===== src/rtl/uart_pkg.sv =====
// Shared UART-subsystem types: transmit-arbiter FSM encoding and header defaults.
package uart_pkg;

    typedef enum logic [1:0] {
        ARB_IDLE,
        ARB_HEADER,
        ARB_PAYLOAD,
        ARB_GAP
    } arb_state_t;

    localparam logic [7:0]  HEADER_BASE_DEFAULT = 8'hA0;
    localparam int unsigned GAP_CNT_W           = 16;

endpackage


===== src/rtl/uart_tx_arbiter_if.sv =====
// Requester-side AXI-stream bundle plus the uart_tx byte channel of the transmit arbiter.
interface uart_tx_arbiter_if #(
    parameter int unsigned NUM_PORTS  = 4,
    parameter int unsigned DATA_WIDTH = 8
);
    logic [NUM_PORTS*DATA_WIDTH-1:0] s_tdata;
    logic [NUM_PORTS-1:0]            s_tvalid;
    logic [NUM_PORTS-1:0]            s_tlast;
    logic [NUM_PORTS-1:0]            s_tready;
    logic [DATA_WIDTH-1:0]           m_tdata;
    logic                            m_tvalid;
    logic                            m_tready;
    logic [NUM_PORTS-1:0]            grant;
    logic                            busy;

    // Arbiter side
    modport master (
        input  s_tdata, s_tvalid, s_tlast, m_tready,
        output s_tready, m_tdata, m_tvalid, grant, busy
    );

    // Requesters plus uart_tx side
    modport slave (
        output s_tdata, s_tvalid, s_tlast, m_tready,
        input  s_tready, m_tdata, m_tvalid, grant, busy
    );
endinterface


===== src/rtl/rr_arbiter.sv =====
// Combinational round-robin picker: first requester above 'last', wrapping around.
module rr_arbiter #(
    parameter  int unsigned N  = 4,
    localparam int unsigned IW = (N > 1) ? $clog2(N) : 1
) (
    input  logic [N-1:0]  req,
    input  logic [IW-1:0] last,
    output logic [N-1:0]  gnt_oh,
    output logic [IW-1:0] gnt_idx,
    output logic          any
);
    logic [IW-1:0] cand;

    // Scan from lowest priority (last) to highest (last+1); the final hit is the winner.
    always_comb begin
        gnt_oh  = '0;
        gnt_idx = '0;
        any     = 1'b0;
        cand    = '0;
        for (int unsigned k = 0; k < N; k++) begin
            cand = IW'((32'(last) + N - k) % N);
            if (req[cand]) begin
                gnt_idx = cand;
                any     = 1'b1;
            end
        end
        if (any) begin
            gnt_oh[gnt_idx] = 1'b1;
        end
    end
endmodule


===== src/rtl/uart_tx_arbiter.sv =====
// Packet-granular round-robin arbiter sharing one uart_tx byte channel among requesters,
// with optional source-ID header byte and post-packet idle gap.
module uart_tx_arbiter
    import uart_pkg::*;
#(
    parameter int unsigned           NUM_PORTS   = 4,
    parameter int unsigned           DATA_WIDTH  = 8,
    parameter bit                    HEADER_EN   = 1'b1,
    parameter logic [DATA_WIDTH-1:0] HEADER_BASE = DATA_WIDTH'(HEADER_BASE_DEFAULT),
    parameter int unsigned           IDLE_GAP    = 0
) (
    input logic              clk,
    input logic              rst,
    uart_tx_arbiter_if.master bus
);
    localparam int unsigned IDX_W = (NUM_PORTS > 1) ? $clog2(NUM_PORTS) : 1;

    arb_state_t             state_q,   state_d;
    logic [NUM_PORTS-1:0]   grant_q,   grant_d;
    logic [IDX_W-1:0]       idx_q,     idx_d;
    logic [IDX_W-1:0]       rr_last_q, rr_last_d;
    logic [GAP_CNT_W-1:0]   gap_cnt_q, gap_cnt_d;

    logic [NUM_PORTS-1:0]   pick_oh;
    logic [IDX_W-1:0]       pick_idx;
    logic                   pick_any;

    logic [DATA_WIDTH-1:0]  s_data_arr [NUM_PORTS];
    logic [DATA_WIDTH-1:0]  sel_tdata;
    logic                   sel_tvalid;
    logic                   sel_tlast;

    rr_arbiter #(.N(NUM_PORTS)) u_rr (
        .req     (bus.s_tvalid),
        .last    (rr_last_q),
        .gnt_oh  (pick_oh),
        .gnt_idx (pick_idx),
        .any     (pick_any)
    );

    for (genvar g = 0; g < NUM_PORTS; g++) begin : g_unpack
        assign s_data_arr[g] = bus.s_tdata[g*DATA_WIDTH +: DATA_WIDTH];
    end

    // Owner's stream, routed straight through so payload bytes see no added latency
    assign sel_tdata  = s_data_arr[idx_q];
    assign sel_tvalid = bus.s_tvalid[idx_q];
    assign sel_tlast  = bus.s_tlast[idx_q];

    always_ff @(posedge clk) begin
        if (rst) begin
            state_q   <= ARB_IDLE;
            grant_q   <= '0;
            idx_q     <= '0;
            rr_last_q <= IDX_W'(NUM_PORTS - 1);
            gap_cnt_q <= '0;
        end else begin
            state_q   <= state_d;
            grant_q   <= grant_d;
            idx_q     <= idx_d;
            rr_last_q <= rr_last_d;
            gap_cnt_q <= gap_cnt_d;
        end
    end

    always_comb begin
        state_d      = state_q;
        grant_d      = grant_q;
        idx_d        = idx_q;
        rr_last_d    = rr_last_q;
        gap_cnt_d    = gap_cnt_q;
        bus.m_tdata  = '0;
        bus.m_tvalid = 1'b0;
        bus.s_tready = '0;

        unique case (state_q)
            ARB_IDLE: begin
                if (pick_any) begin
                    grant_d = pick_oh;
                    idx_d   = pick_idx;
                    state_d = HEADER_EN ? ARB_HEADER : ARB_PAYLOAD;
                end
            end
            ARB_HEADER: begin
                bus.m_tdata  = HEADER_BASE + DATA_WIDTH'(idx_q);
                bus.m_tvalid = 1'b1;
                if (bus.m_tready) begin
                    state_d = ARB_PAYLOAD;
                end
            end
            ARB_PAYLOAD: begin
                bus.m_tdata  = sel_tdata;
                bus.m_tvalid = sel_tvalid;
                bus.s_tready = grant_q & {NUM_PORTS{bus.m_tready}};
                // Release ownership on the tlast beat; the finisher becomes lowest priority
                if (sel_tvalid && bus.m_tready && sel_tlast) begin
                    rr_last_d = idx_q;
                    grant_d   = '0;
                    if (IDLE_GAP > 0) begin
                        state_d   = ARB_GAP;
                        gap_cnt_d = GAP_CNT_W'(IDLE_GAP - 1);
                    end else begin
                        state_d = ARB_IDLE;
                    end
                end
            end
            ARB_GAP: begin
                if (gap_cnt_q == '0) begin
                    state_d = ARB_IDLE;
                end else begin
                    gap_cnt_d = gap_cnt_q - GAP_CNT_W'(1);
                end
            end
            default: state_d = ARB_IDLE;
        endcase
    end

    assign bus.grant = grant_q;
    assign bus.busy  = (state_q != ARB_IDLE);

endmodule


===== src/flat_wrapper.sv =====
// flat-port wrapper written by rule: the top's interface ports become plain ports
module uart_tx_arbiter_flat import uart_pkg::*;
#(
    parameter int unsigned           NUM_PORTS   = 4,
    parameter int unsigned           DATA_WIDTH  = 8,
    parameter bit                    HEADER_EN   = 1'b1,
    parameter logic [DATA_WIDTH-1:0] HEADER_BASE = DATA_WIDTH'(HEADER_BASE_DEFAULT),
    parameter int unsigned           IDLE_GAP    = 0
)
  (clk, rst, bus_s_tdata, bus_s_tvalid, bus_s_tlast, bus_m_tready, bus_s_tready, bus_m_tdata, bus_m_tvalid, bus_grant, bus_busy);
  uart_tx_arbiter_if #(.NUM_PORTS(NUM_PORTS), .DATA_WIDTH(DATA_WIDTH)) bus_i ();
  input logic clk;
  input logic rst;
  input wire logic [$bits(bus_i.s_tdata)-1:0] bus_s_tdata;
  input wire logic [$bits(bus_i.s_tvalid)-1:0] bus_s_tvalid;
  input wire logic [$bits(bus_i.s_tlast)-1:0] bus_s_tlast;
  input wire logic [$bits(bus_i.m_tready)-1:0] bus_m_tready;
  output wire logic [$bits(bus_i.s_tready)-1:0] bus_s_tready;
  output wire logic [$bits(bus_i.m_tdata)-1:0] bus_m_tdata;
  output wire logic [$bits(bus_i.m_tvalid)-1:0] bus_m_tvalid;
  output wire logic [$bits(bus_i.grant)-1:0] bus_grant;
  output wire logic [$bits(bus_i.busy)-1:0] bus_busy;
  assign bus_i.s_tdata = bus_s_tdata;
  assign bus_i.s_tvalid = bus_s_tvalid;
  assign bus_i.s_tlast = bus_s_tlast;
  assign bus_i.m_tready = bus_m_tready;
  assign bus_s_tready = bus_i.s_tready;
  assign bus_m_tdata = bus_i.m_tdata;
  assign bus_m_tvalid = bus_i.m_tvalid;
  assign bus_grant = bus_i.grant;
  assign bus_busy = bus_i.busy;
  uart_tx_arbiter #(.NUM_PORTS(NUM_PORTS), .DATA_WIDTH(DATA_WIDTH), .HEADER_EN(HEADER_EN), .HEADER_BASE(HEADER_BASE), .IDLE_GAP(IDLE_GAP)) u_core (.clk(clk), .rst(rst), .bus(bus_i));
endmodule

===== config.mk =====
export PLATFORM = sky130hd
export DESIGN_NAME = uart_tx_arbiter_flat
export DESIGN_NICKNAME = d
export VERILOG_FILES = /design/src/rtl/uart_pkg.sv /design/src/rtl/uart_tx_arbiter_if.sv /design/src/rtl/rr_arbiter.sv /design/src/rtl/uart_tx_arbiter.sv /design/src/flat_wrapper.sv
export SDC_FILE = /design/constraint.sdc
export NUM_CORES = 1
export LEC_CHECK = 0
export ABC_AREA = 1
export BUFFER_PORTS_ARGS = -buffer_cell sky130_fd_sc_hd__buf_4
export CORE_UTILIZATION = 45
export DETAILED_ROUTE_END_ITERATION = 10
export MAX_ROUTING_LAYER = met4
export PLACE_DENSITY = 0.79
export SYNTH_ARGS = -nofsm -noshare
export SYNTH_HDL_FRONTEND = slang
export SYNTH_SLANG_ARGS = --single-unit

===== constraint.sdc =====
create_clock -name clk -period 2 [get_ports clk]
set_input_delay 0.1 -clock clk [delete_from_list [all_inputs] [get_ports clk]]
set_output_delay 0.1 -clock clk [all_outputs]
set_load 0.03 [all_outputs]

Word level (Yosys, flattened, before mapping)
Cells that the tools add are included.

Divide/modulo/power cells: 0. Multipliers: 0. Add/sub/neg operators: 6. Bitwise logic cells: 3. Eq/ne operators: 7. Reductions and logical operators: 12. Shifts and indexed selects: 0. Multiplexer cells: 36. Magnitude comparators: 8.

Operators by type and width (count): less-than comparator 2 x 3 -> 1 bit, second input constant (6); binary-select mux 8 bit (select 2 bit) (1); logical NOT 16 bit (1); two-way mux 2 bit (8); two-way mux 8 bit (2); case mux 8 bit (2 select lines) (1); subtractor 16 x 1 -> 16 bit, second input constant (1); binary-select mux 1 bit (select 2 bit) (6); two-way mux 4 bit (3); two-way mux 1 bit (11); adder 8 x 2 -> 8 bit, first input constant (1); case mux 2 bit (4 select lines) (1); case mux 4 bit (2 select lines) (1); != test 2 x 1 -> 1 bit, second input constant (3); AND reduction 2 bit (3); bitwise AND 4 bit (1); == test 2 bit, second input constant (2); AND reduction 4 bit (1); nonzero test 2 bit (2); subtractor 2 bit, second input constant (2); greater-or-equal comparator 3 bit, second input constant (1); logical AND 1 bit (3); inverter 2 -> 3 bit (1); AND reduction 3 bit (1); 9 further kinds (9).

Input bits: 43. Output and inout bits: 18. Word-level logic and storage cells: 77. Latch bits: 0. ROM bits: 0. Register bits after elaboration: 26. Memories: 0. Bits in writable memories: 0.

Depth between registers and ports, before layout
Depth after elaboration: 13. Depth in mapped cells: 13. Mapped depth without buffers: 12.

Modules after synthesis
A second synthesis with hierarchy kept.

Cells, all modules: 370. Area, all modules: 2199.6 µm².

Modules (own cells, without submodules): uart_tx_arbiter (sequential area each 520.5 µm², area an instance 1900.6 µm², times used 1, cells each 311); rr_arbiter (sequential area each 0.0 µm², area an instance 299.0 µm², times used 1, cells each 59).

Least setup slack after synthesis
OpenSTA, ideal clock, no wires.

Path type: reg-to-output. Start point: register u_core.state_q[0]. End point: output bus_m_tvalid. Required time: 1.900 ns. Slack: 0.124 ns. Path buffers: 1. Arrival: 1.776 ns. Stages on the path, launching flop included: 6. Path through: dfxtp_1 -> inv_1 -> ha_1 -> buf_1 -> nand2_1 -> o21ai_0.

Word-level cells in the longest chain between the ends: 2. Elaborated cells between the ends (all ways): 3. Those cells by class: eq/ne: 2; mux: 1.

RTL lines: start: declaration (RTL line uart_tx_arbiter.sv:18) `arb_state_t state_q, state_d;`; start signal: assignment (RTL line uart_tx_arbiter.sv:58) `state_q <= state_d;`; == test 2 bit or == test 2 x 1 -> 1 bit (tied branches) (RTL line uart_tx_arbiter.sv:76) `unique case (state_q)`; case mux 1 bit (2 select lines) * (RTL line uart_tx_arbiter.sv:76); end: declaration (RTL line flat_wrapper.sv:20) `output wire logic [$bits(bus_i.m_tvalid)-1:0] bus_m_tvalid;`.

Every way passes the cells marked *; elsewhere a longest branch is shown, timed or not.

Worst setup path after layout
Start point: register u_core.gap_cnt_q[0]. End point: register u_core.gap_cnt_q[7].

Word-level cells in the longest chain between the ends: 3. Elaborated cells between the ends (all ways): 4. Those cells by class: add/sub: 1; bitwise: 1; reduce/logical: 2.

RTL lines: start: declaration (RTL line uart_tx_arbiter.sv:22) `logic [GAP_CNT_W-1:0] gap_cnt_q, gap_cnt_d;`; start signal: assignment (RTL line uart_tx_arbiter.sv:62) `gap_cnt_q <= gap_cnt_d;`; parallel branches: the longest is 3 deep, another holds subtractor 16 x 1 -> 16 bit.

Parallel ways; which one is timed is not known. A chain may end at the register's enable or synchronous reset.

==> impl_metrics.ini <==
[status]
status = complete, no violations

[sta]
max_slew_margin = 0.721
tightestPinTransition_ns = 0.417
timing.final.crit_share = 0.901
hold_viol_final = 0
skew_ns = 0.00316
setup_violations = 0
fin_setup_tns_ns = 0
min_period_ns = 1.80
rsz0062_at_grt = false
max_clock_freq_mhz = 555
setup_ws_ns = 0.198
slew_viol_final = 0

[detailed_routing]
post_drt_via_cell_ratio = 5.17
postRouteAntennaNets = 0
route.met3.wl_um = 457
met2_length_um = 2330
wl_met1_um = 2450
first_iter_violations = 134
top_layer = met4
first_pass_iters = 4
wl_per_cell_um = 11.6
wl_um = 5290
vias = 2366
drc = 0

[grt]
grt_pass1_wl_um = 9200
first_global_vias = 2153
antenna_found_initial = 0
grt_max_degree = 22
grt_overflow = 0
gr-usage-all-layers = 0.231

[synth]
synth.avg_cell_area_um2 = 5.89
yosysWarnings = 0
synth_cell_type_count = 29
synth_seq_cells = 26
syn_inst = 351
netlist_area_um2 = 2070
yosys-top-cells-area = dfxtp_1, nand2_1, nor2_1
synth_top_area_cell = dfxtp_1
synth_fp_nets = 401
synth.top_cell.area_share = 0.252
yosysSeqAreaShare = 0.252

[floorplanning]
die_x_um = 69.8
rows = 24
start_util = 0.471
io_pins = 61
core_um2 = 4380
design.die.area_um2 = 4870
die_y_um = 69.8

[critical_path]
cp_max_fo = 10
path_class = flop to flop
cp-start-kind = flop
crit_required_ns = 2.16
critPathArrivalTime_ns = 1.96
end_kind = flop

[flow_run]
cap_violations = 0

[clock_network]
clk_pin_slew_ns = 0.09
clockBufferDepth = 2
tritoncts = built
numCtsBuffers = 3
cts-resized-gates = 0
clock_latency_ns = 0.27
ctsRootBufferMaster = clkbuf_8
postCtsSetupBuffers = 0
cts_hold_buf = 0
htreeDepth = 1
cts.sinks = 26

[final_layout]
antenna_cells = 0
instances_no_fill = 458
post-route-util = 0.587
nets = 458
layout-drive-gt1-share = 0.219
fillCellCount = 434
final_common_cell = nand2_1
layout_common_cells = nand2_1, buf_4, nor2_1
area_growth_pct = 24.5

[place]
place.gp.congestion = 0.970
dpl_worst_slack_ns = 0.218
place_hpwl_um = 4040
dp.cells = 455
io_buffers = 60

[power_and_ir_drop]
p_leak_nw = 1.30
powerDensity_nw_per_um2 = 955
peakVddDrop_mv = 0.553
finalPower_w = 0.00246

[hold_path]
holdCritPathClass = primary input to flop
## state kept, by name (all words and copies together) (netlist names)
signal            count
u_core.state_q        2
u_core.gap_cnt_q     16
u_core.bus.grant      4
u_core.idx_q          2
u_core.rr_last_q      2
## stage by stage
| step | cell area (µm²) | hold WS (ns) |
|---|---|---|
| after global placement | 2530 | 0.409 |
| after CTS | 2570 | 0.126 |
| final | 2570 | 0.129 |
| after global routing | 2570 | 0.139 |
| after floorplan | 2070 | 0.306 |
| after detailed placement | 2530 | 0.417 |
## per-layer routing
metal / global-route usage / vias to the layer above
met5: - / -
met4: 0.0533 / 0
met3: 0.0378 / 7
met2: 0.376 / 106
met1: 0.302 / 1025
li1: - / 1228
## layout make-up
type / instances / area, µm² / area share
clock buffers: 3 / 41.3 / 0.0160
inverters: 35 / 140 / 0.0544
multi-input cells: 278 / 1330 / 0.515
flip-flops and latches: 26 / 520 / 0.202
well taps: 52 / 65.1 / 0.0253
repair buffers: 64 / 480 / 0.187
## cell usage after synthesis (all sizes together)
cell,number
inv,34
nand3,22
o22ai,4
buf,9
xor2,5
clkinv,1
nand2,113
nor3,3
nand4,4
clkbuf,3
o211ai,2
nor2,65
o21ai,27
dfxtp,26
ha,7
a21oi,26
## worst max-delay path, stage by stage (launching register included)
cell	delay, ns
dfxtp_1	0.34
inv_1	0.10
ha_1	0.22
nand2_2	0.10
nor2_2	0.16
nand2_2	0.08
nand2_2	0.15
clkinvlp_4	0.20
buf_4	0.20
nand4_1	0.07
a21oi_1	0.07
## cells by family after synthesis
group                      count (synthesis)  synth area share
DFF                                       26             0.252
and+or+nand+nor                          207             0.427
adders and majority gates                  7            0.0424
buffers and inverters                     47             0.108
xor gates and xnor gates                   5            0.0212
AOI/OAI and AO/OA                         59             0.150
## final timing paths
path / slack (ns) / endpoint / from / cells past startpoint
max: 0.20 / u_core.gap_cnt_q[7]$_SDFFE_PP0P_ / u_core.gap_cnt_q[0]$_SDFFE_PP0P_ / 10
min: 0.13 / u_core.bus.grant[0]$_SDFFE_PP0P_ / rst / 2
max reg2reg: 0.20 / u_core.gap_cnt_q[7]$_SDFFE_PP0P_ / u_core.gap_cnt_q[0]$_SDFFE_PP0P_ / 10
min reg2reg: 0.47 / u_core.gap_cnt_q[15]$_SDFFE_PP0P_ / u_core.gap_cnt_q[15]$_SDFFE_PP0P_ / 2
## power breakdown
part           internal [W]  switching (W)
Sequential         0.000582      0.0000581
Combinational      0.000540       0.000984
Clock              0.000135       0.000159
(Power assumes the default switching activity.)
